**config.mk**
```make
export PLATFORM = sky130hd
export DESIGN_NAME = plab2_proc_mem_arbiter
export DESIGN_NICKNAME = d
export VERILOG_FILES = /design/src/rtl/plab2_proc_mem_arbiter.sv
export SDC_FILE = /design/constraint.sdc
export NUM_CORES = 1
export LEC_CHECK = 0
export CORE_AREA = 2 2 148 150
export CTS_CLUSTER_DIAMETER = 30
export DETAILED_ROUTE_END_ITERATION = 8
export DIE_AREA = 0 0 150 152
export PLACE_DENSITY_LB_ADDON = 0.12
export REMOVE_ABC_BUFFERS = 1
export SYNTH_ARGS = -nofsm -noshare
export SYNTH_HDL_FRONTEND = slang
export SYNTH_SLANG_ARGS = --single-unit
```
**constraint.sdc**
```tcl
create_clock -name clk -period 2.4 [get_ports clk]
set_clock_uncertainty 0.05 [all_clocks]
set_input_delay 0.36 -clock clk [delete_from_list [all_inputs] [get_ports clk]]
set_output_delay 0.36 -clock clk [all_outputs]
set_load 0.005 [all_outputs]
```
**src/rtl/plab2_proc_mem_arbiter.sv**
```systemverilog
// ---------------------------------------------------------------------------
// plab2_proc_mem_arbiter
//
// Shares one memory request/response port pair between the processor's
// instruction side (port 0) and data side (port 1). Requests are arbitrated
// round-robin and forwarded combinationally. The ID of every accepted request
// is pushed into a small in-order FIFO. Each memory response is steered back
// to the requester at the head of that FIFO. Messages, including the opaque
// field, pass through untouched.
//
// Ports
//   clk, reset             clock; asynchronous active-low reset
//   in0_req_* / in0_resp_* requester 0 (imem) request in, response out
//   in1_req_* / in1_resp_* requester 1 (dmem) request in, response out
//   memreq_*               shared request towards memory
//   memresp_*              shared response from memory
//
// Handshake: a message transfers on a clock edge where both val and rdy are
// high. A producer may raise val without waiting for rdy. This block never
// lets a req_rdy depend on anything in memresp_*. A requester's req_rdy depends
// on its own val only through the grant decision.
//
// Memory must return responses in request order. At most p_max_outstanding
// requests may be in flight. p_max_outstanding must be a power of two and at
// least 2, so the FIFO pointers wrap naturally.
// ---------------------------------------------------------------------------
module plab2_proc_mem_arbiter #(
  parameter int p_req_nbits       = 77,
  parameter int p_resp_nbits      = 45,
  parameter int p_max_outstanding = 4
) (
  input  logic                    clk,
  input  logic                    reset,

  input  logic [p_req_nbits-1:0]  in0_req_msg,
  input  logic                    in0_req_val,
  output logic                    in0_req_rdy,
  output logic [p_resp_nbits-1:0] in0_resp_msg,
  output logic                    in0_resp_val,
  input  logic                    in0_resp_rdy,

  input  logic [p_req_nbits-1:0]  in1_req_msg,
  input  logic                    in1_req_val,
  output logic                    in1_req_rdy,
  output logic [p_resp_nbits-1:0] in1_resp_msg,
  output logic                    in1_resp_val,
  input  logic                    in1_resp_rdy,

  output logic [p_req_nbits-1:0]  memreq_msg,
  output logic                    memreq_val,
  input  logic                    memreq_rdy,

  input  logic [p_resp_nbits-1:0] memresp_msg,
  input  logic                    memresp_val,
  output logic                    memresp_rdy
);

  localparam int ptr_nbits = $clog2(p_max_outstanding);
  localparam int cnt_nbits = ptr_nbits + 1;

  localparam logic [cnt_nbits-1:0] max_count = cnt_nbits'(p_max_outstanding);
  localparam logic [cnt_nbits-1:0] cnt_one   = cnt_nbits'(1);
  localparam logic [ptr_nbits-1:0] ptr_one   = ptr_nbits'(1);

  // -------------------------------------------------------------------------
  // State
  // -------------------------------------------------------------------------
  logic                         prio;     // requester that wins a tie
  logic [p_max_outstanding-1:0] id_fifo;  // requester ID of each in-flight request
  logic [ptr_nbits-1:0]         head;
  logic [ptr_nbits-1:0]         tail;
  logic [cnt_nbits-1:0]         count;

  // -------------------------------------------------------------------------
  // Request side
  // -------------------------------------------------------------------------
  logic can_issue;
  logic grant0;
  logic grant1;
  logic req_fire;
  logic req_id;

  // can_issue uses the registered count. A pop in this cycle therefore does
  // not open a slot until the next cycle. Holding reset low also blocks
  // issue, so memreq_val and every req_rdy are low while reset is asserted.
  assign can_issue = reset & (count < max_count);

  always_comb begin
    grant0 = 1'b0;
    grant1 = 1'b0;
    if (can_issue) begin
      if (in0_req_val && in1_req_val) begin
        grant0 = (prio == 1'b0);
        grant1 = (prio == 1'b1);
      end else begin
        grant0 = in0_req_val;
        grant1 = in1_req_val;
      end
    end
  end

  assign memreq_val  = grant0 | grant1;
  assign memreq_msg  = grant1 ? in1_req_msg : in0_req_msg;
  assign in0_req_rdy = grant0 & memreq_rdy;
  assign in1_req_rdy = grant1 & memreq_rdy;

  assign req_fire = memreq_val & memreq_rdy;
  assign req_id   = grant1;

  // -------------------------------------------------------------------------
  // Response side
  // -------------------------------------------------------------------------
  logic not_empty;
  logic head_id;
  logic resp_fire;

  assign not_empty = (count != '0);
  assign head_id   = id_fifo[head];

  // With nothing in flight, both resp_val outputs and memresp_rdy stay low.
  // A spurious memory response therefore waits until something is issued.
  assign in0_resp_val = memresp_val & not_empty & ~head_id;
  assign in1_resp_val = memresp_val & not_empty &  head_id;
  assign in0_resp_msg = memresp_msg;
  assign in1_resp_msg = memresp_msg;
  assign memresp_rdy  = not_empty & (head_id ? in1_resp_rdy : in0_resp_rdy);

  assign resp_fire = memresp_val & memresp_rdy;

  // -------------------------------------------------------------------------
  // Priority: flips to the other requester after every accepted request.
  // A stalled request leaves priority unchanged.
  // -------------------------------------------------------------------------
  always_ff @(posedge clk or negedge reset) begin
    if (!reset) begin
      prio <= 1'b0;
    end else if (req_fire) begin
      prio <= ~req_id;
    end
  end

  // -------------------------------------------------------------------------
  // ID FIFO storage and pointers
  // -------------------------------------------------------------------------
  always_ff @(posedge clk or negedge reset) begin
    if (!reset) begin
      id_fifo <= '0;
      tail    <= '0;
    end else if (req_fire) begin
      id_fifo[tail] <= req_id;
      tail          <= tail + ptr_one;
    end
  end

  always_ff @(posedge clk or negedge reset) begin
    if (!reset) begin
      head <= '0;
    end else if (resp_fire) begin
      head <= head + ptr_one;
    end
  end

  // When a push and a pop happen together, the count is unchanged.
  always_ff @(posedge clk or negedge reset) begin
    if (!reset) begin
      count <= '0;
    end else begin
      case ({req_fire, resp_fire})
        2'b10:   count <= count + cnt_one;
        2'b01:   count <= count - cnt_one;
        default: count <= count;
      endcase
    end
  end

endmodule

```
==> impl_metrics.toml, run 1 <==
[critical_path]
rrSetupSlack_ns = 0.10
source_of_the_worst_register_to_register_timing_path = "head[1]$_DFFE_PN0P_"
crit_path_max_fanout = 13
setup.worst_path.end_class = "primary output"
number_of_cells_on_the_worst_reg_to_reg_path = 10
worst_setup_path_start_kind = "flop"
crit_required_ns = 1.99
worst_ep_arrival_time_ns = 1.94
rr_endpoint = "count[2]$_DFFE_PN0P_"
criticalPathCategory = "reg2out"

[synthesis]
synth.top_cells.by_area = "buf_4 28%, mux2_2 27%, dfrtp_1 13%"
post-synth-top-area-fraction_pct = 28.4
warnings_from_yosys = 0
yosys_register_bits = 12
dominantRegCellSynth = "dfrtp_1"
async_flop_share_pct = 100
synth.lib_cells_used.distinct = 27
synth_largest_area_cell = "buf_4"
synth_area_per_cell_um2 = 9.86
synth-seq-area-share_pct = 12.6
synth_edf_count = 0
syn_inst = 241
netlist_area_um2 = 2380

[die]
die_outline_width_um = 150
design.die.area_um2 = 22800
standard_cell_rows = 54
starting_density_pct = 11.1
die_height_um = 152
design.portCount = 380
design.core.area_um2 = 21400

[timing]
slew_viol_final = 0
rsz0062_at_grt = "true"
slew_worst_pin_ns = 0.286
report.final.setup_viol = 0
worst_hold_slack_ns = 0.160
hold_viol = 0
maxSlewHeadroom_pct = 80.8
post-route-min-period_ns = 2.35
max_clock_freq_mhz = 425
period_share_pct = 97.9

[clocking]
numCtsBuffers = 3
cts-htree-levels = 1
clk_path_buf_depth = 2
tritoncts_clock_tree = "built"
clock_insertion_delay_worst_skew_ns = 0.24
cts_sinks = 12
clockRootBuffer = "clkbuf_16"
clkTransAtPathRegs_ns = 0.04

[detailed_routing]
vias = 2543
drt_iter0_drc = 119
ant_nets = 0
dr.pass1.iters = 4
viasPerCell = 3.57
remaining_drc_errors = 0
drt-wirelength-per-cell_um = 24.2
wl_mm = 17.2

[placed_design]
hpwl_mm = 14.3
gp_congestion = 0.865
io_buffer_count = 244
cell_count_after_placement = 687
detailed_place.area_um2 = 4650

[final_layout]
layout.cells.most_common_list = "164 x clkdlybuf4s50_1, 58 x mux2_2, 57 x dlygate4sd2_1"
nets = 646
layout.cells.most_common = "clkdlybuf4s50_1"
layoutNonFillerInstCount = 712
finalInstanceArea_um2 = 4990
final_layout_size_suffix_gt1_share_pct = 31.3
antennaDiodeCount = 0
area.growth.synth_to_final_pct = 110
final_layout_fill_cell_count = 2341

[global_route]
global_route.usage.total_pct = 14.2
vias_in_the_first_global_route = 2581
initial_antenna_violation_count = 0
grt_max_degree = 14
grt_first_pass_wirelength_mm = 22.5
global_route.overflow_total = 0

[pwr]
power-per-cell-area_nw_per_um2 = 493
power.static_leakage_uw = 0.00221
power_share_of_the_clock_group_pct = 13.7
power_switching_uw = 762
combPwrFrac_pct = 69.5
vdd_ir_drop_max_mv = 0.226
power.switching_fraction_pct = 31.0
share_seq_of_total_power_pct = 16.8
cellInternalPower_uw = 1700

[flow_run]
max-cap-violations = 0

[min_path]
worst_hold_path_type = "in2async"

[run_status]
outcome = "finished clean"
[final cells by class]
class                           count  area, um^2  area share (%)
Multi-Input combinational cell    124        1350            27.1
Inverter                            6        22.5           0.452
Tap cell                          280         350            7.03
Clock buffer                        4        88.8            1.78
Sequential cell                    12         302            6.05
Timing Repair Buffer              286        2870            57.6
[critical path: stages (launching register included)]
cell           delay, ns
dfrtp_1             0.40
nor2b_4             0.18
nand3_4             0.09
buf_12              0.17
buf_16              0.16
buf_4               0.15
mux2_4              0.29
dlygate4sd2_1       0.27
[through the flow]
step / setup slack (ns) / total power [uW] / utilization [%] / setup TNS [ns]
floorplan: -0.476 / 1080 / - / -38.20
global placement: -0.370 / 2010 / 21.8 / -21.18
detailed placement: -0.401 / 2020 / 21.8 / -23.05
CTS: -0.0265 / 2420 / 23.0 / -0.0537
global route: -0.0442 / 2620 / 23.4 / -0.0442
finish: 0.0496 / 2460 / 23.4 / 0
[worst max path at each step]
| stage | end | slack [ns] | from | cells after the start |
|---|---|---|---|---|
| finish | memreq_msg[63] | 0.05 | count[2]$_DFFE_PN0P_ | 7 |
| global route | count[2]$_DFFE_PN0P_ | -0.04 | head[1]$_DFFE_PN0P_ | 10 |
| CTS | memreq_msg[0] | -0.03 | prio$_DFFE_PN0P_ | 6 |
| detailed placement | memreq_msg[6] | -0.40 | reset | 7 |
| global placement | memreq_msg[6] | -0.37 | reset | 7 |
| floorplan | memreq_msg[0] | -0.48 | count[2]$_DFFE_PN0P_ | 3 |
[flip-flops by register name, summed over array words and instances (netlist names)]
name	cells
prio	1
tail	2
id_fifo	4
head	2
count	3
[synthesized netlist by cell type (2+ instances only)]
| cell | n |
|---|---|
| mux2_4 | 20 |
| buf_2 | 5 |
| buf_6 | 3 |
| nand2_1 | 6 |
| xor2_1 | 3 |
| buf_4 | 90 |
| xnor2_1 | 2 |
| nand2b_1 | 2 |
| mux2i_1 | 7 |
| a22o_1 | 4 |
| mux2_2 | 58 |
| ha_1 | 5 |
| nor2_1 | 6 |
| inv_1 | 6 |
| dfrtp_1 | 12 |
[power by group through the flow]
stage | sequential [uW] | clock (uW) | combinational (uW)
floorplan | 379 | 0 | 698
global placement | 396 | 0 | 1610
detailed placement | 400 | 0 | 1620
CTS | 401 | 343 | 1680
global route | 426 | 357 | 1840
finish | 412 | 337 | 1710
[timing repair]
action,4_1_cts,5_1_grt
pin swaps,1,0
setup buffers,10,7
resized for setup,94,19
gates cloned,4,0
endpoints found under the setup margin,80,22
hold buffers,0,0
[kinds of logic after synthesis]
| kind of cell | after synthesis | synth area share [%] |
|---|---|---|
| flops | 12 | 12.6 |
| simple gates | 21 | 4.63 |
| compound gates | 7 | 2.32 |
| buf+inv | 105 | 32.0 |
| mux | 85 | 43.1 |
| fa+ha+maj | 6 | 3.48 |
| xor+xnor | 5 | 1.84 |
[metal layers]
layer	vias up	GRT usage, %	wire [um]
li1	1110	-	-
met5	-	5.43	0
met3	10	9.82	2510
met1	1195	15.5	6730
met4	0	1.35	58
met2	228	23.0	7920
(Power assumes the default switching activity.)
==> run 2: changes to the inputs <==
--- a/config.mk
+++ b/config.mk
@@ -10,7 +10,9 @@
 export DETAILED_ROUTE_END_ITERATION = 8
 export DIE_AREA = 0 0 150 152
 export PLACE_DENSITY_LB_ADDON = 0.12
+export RECOVER_POWER = 100
 export REMOVE_ABC_BUFFERS = 1
+export SKIP_CTS_REPAIR_TIMING = 1
 export SYNTH_ARGS = -nofsm -noshare
 export SYNTH_HDL_FRONTEND = slang
 export SYNTH_SLANG_ARGS = --single-unit
==> run 2 against run 1 <==
Worst hold slack better by 0.21 ns; die area unchanged; critical path type is now in2out; core utilization up 1.0 points; highest routed layer unchanged; flip-flop and latch count is the same; wire length increased by 1.4%.
==> impl_metrics.toml, run 2 (synthesis gave the netlist of run 1 again) <==
[critical_path]
crit_path_end = "memreq_msg[6]"
setup.worst_path.end_class = "primary output"
worst_ep_arrival_time_ns = 1.93
number_of_cells_on_the_worst_reg_to_reg_path = 10
crit_path_max_fanout = 7
rrSetupSlack_ns = 0.09
crit_required_ns = 1.99
rr_endpoint = "count[2]$_DFFE_PN0P_"
criticalPathCategory = "in2out"
setup.worst_path.start = "reset"
source_of_the_worst_register_to_register_timing_path = "head[1]$_DFFE_PN0P_"
worst_setup_path_start_kind = "input port"

[final_layout]
top_register = "id_fifo"
final_layout_fill_cell_count = 2312
area.growth.synth_to_final_pct = 119
finalCoreUtilization_pct = 24.3
largest_register_ff_count = 4
final_layout_size_suffix_gt1_share_pct = 29.9
layout.cells.most_common_list = "164 x clkdlybuf4s50_1, 79 x dlymetal6s2s_1, 58 x mux2_2"
biggestRegsByFlops = "id_fifo (4), count (3)"
nets = 642
layout.cells.most_common = "clkdlybuf4s50_1"

[detailed_routing]
vias = 2535
wl_mm = 17.4
drt-wirelength-per-cell_um = 24.6
met3RoutedLength_mm = 2.67
drt_iter0_drc = 160
dr.pass1.iters = 6
viasPerCell = 3.58
met2WireLength_mm = 7.95
remaining_drc_errors = 0
m1WireLength_mm = 6.71
top_layer = "met4"
ant_nets = 0

[global_route]
global_route.usage.total_pct = 13.7
global_route.overflow_total = 0
grt_max_degree = 29
initial_antenna_violation_count = 1
vias_in_the_first_global_route = 2519
grt_first_pass_wirelength_mm = 21.8

[pwr]
vdd_ir_drop_max_mv = 0.224
power-per-cell-area_nw_per_um2 = 481
power.static_leakage_uw = 0.00275

[die]
die_outline_width_um = 150
standard_cell_rows = 54
design.core.area_um2 = 21400
starting_density_pct = 11.1
die_height_um = 152
design.die.area_um2 = 22800
design.portCount = 380

[clocking]
numCtsBuffers = 3
cts-htree-levels = 1
clockRootBuffer = "clkbuf_16"
cts_sinks = 12
clock_insertion_delay_worst_skew_ns = 0.24
tritoncts_clock_tree = "built"
clk_path_buf_depth = 2
clkTransAtPathRegs_ns = 0.04

[placed_design]
hpwl_mm = 14.3
io_buffer_count = 244
gp_congestion = 0.865
place_worst_setup_slack_ns = -0.401

[timing]
slew_worst_pin_ns = 0.675
slew_viol_final = 0
period_share_pct = 97.6
hold_viol = 0
post-route-min-period_ns = 2.34
maxSlewHeadroom_pct = 55.0
max_clock_freq_mhz = 427
setup_total_negative_slack_ns = 0
finalWorstSetupSlack_ns = 0.0565
rsz0062_at_grt = "true"
report.final.setup_viol = 0

[flow_run]
max-cap-violations = 0

[min_path]
worst_hold_path_type = "in2async"

[run_status]
outcome = "finished clean"
## run 2: layer usage
| metal | GRT usage (%) | up-vias |
|---|---|---|
| met1 | 14.9 | 1188 |
| met5 | 5.43 | - |
| met3 | 9.82 | 17 |
| li1 | - | 1105 |
| met4 | 1.71 | 0 |
| met2 | 21.8 | 225 |
## run 2: how the worst min path moves through the flow
stage,cells past startpoint,slack (ns),end
floorplan,0,0.01,count[0]$_DFFE_PN0P_
global placement,1,0.44,id_fifo[1]$_DFFE_PN0P_
detailed placement,1,0.44,id_fifo[3]$_DFFE_PN0P_
CTS,2,0.41,id_fifo[3]$_DFFE_PN0P_
global route,2,0.43,id_fifo[3]$_DFFE_PN0P_
finish,2,0.37,count[2]$_DFFE_PN0P_
## run 2: power breakdown
group | switching, uW | internal, uW
combinational | 574 | 1180
clock | 86.0 | 251
sequential | 101 | 311
## run 2: per-stage QoR
step	power (uW)	cells	hold slack (ns)	area [um^2]
final	2500	709	0.373	5200
after global routing	2660	709	0.432	5200
after CTS	2370	691	0.413	4730
after detailed placement	2020	687	0.443	4650
after global placement	2010	687	0.437	4650
after floorplan	1080	142	0.0144	1640
## run 2: area by class of cell
type / instances / area, um^2 / share of cell area, %
Inverter: 6 / 22.5 / 0.433
Timing Repair Buffer: 282 / 3080 / 59.3
Antenna cell: 1 / 2.50 / 0.0481
Sequential cell: 12 / 302 / 5.80
Clock buffer: 4 / 88.8 / 1.71
Multi-Input combinational cell: 124 / 1350 / 26.0
Tap cell: 280 / 350 / 6.74
## run 2: critical path, stage by stage
cell	delay, ns
clkdlybuf4s25_1	0.26
nor2b_4	0.20
nand3_4	0.10
buf_12	0.16
buf_12	0.14
buf_4	0.15
buf_4	0.13
mux2_2	0.27
dlymetal6s2s_1	0.16
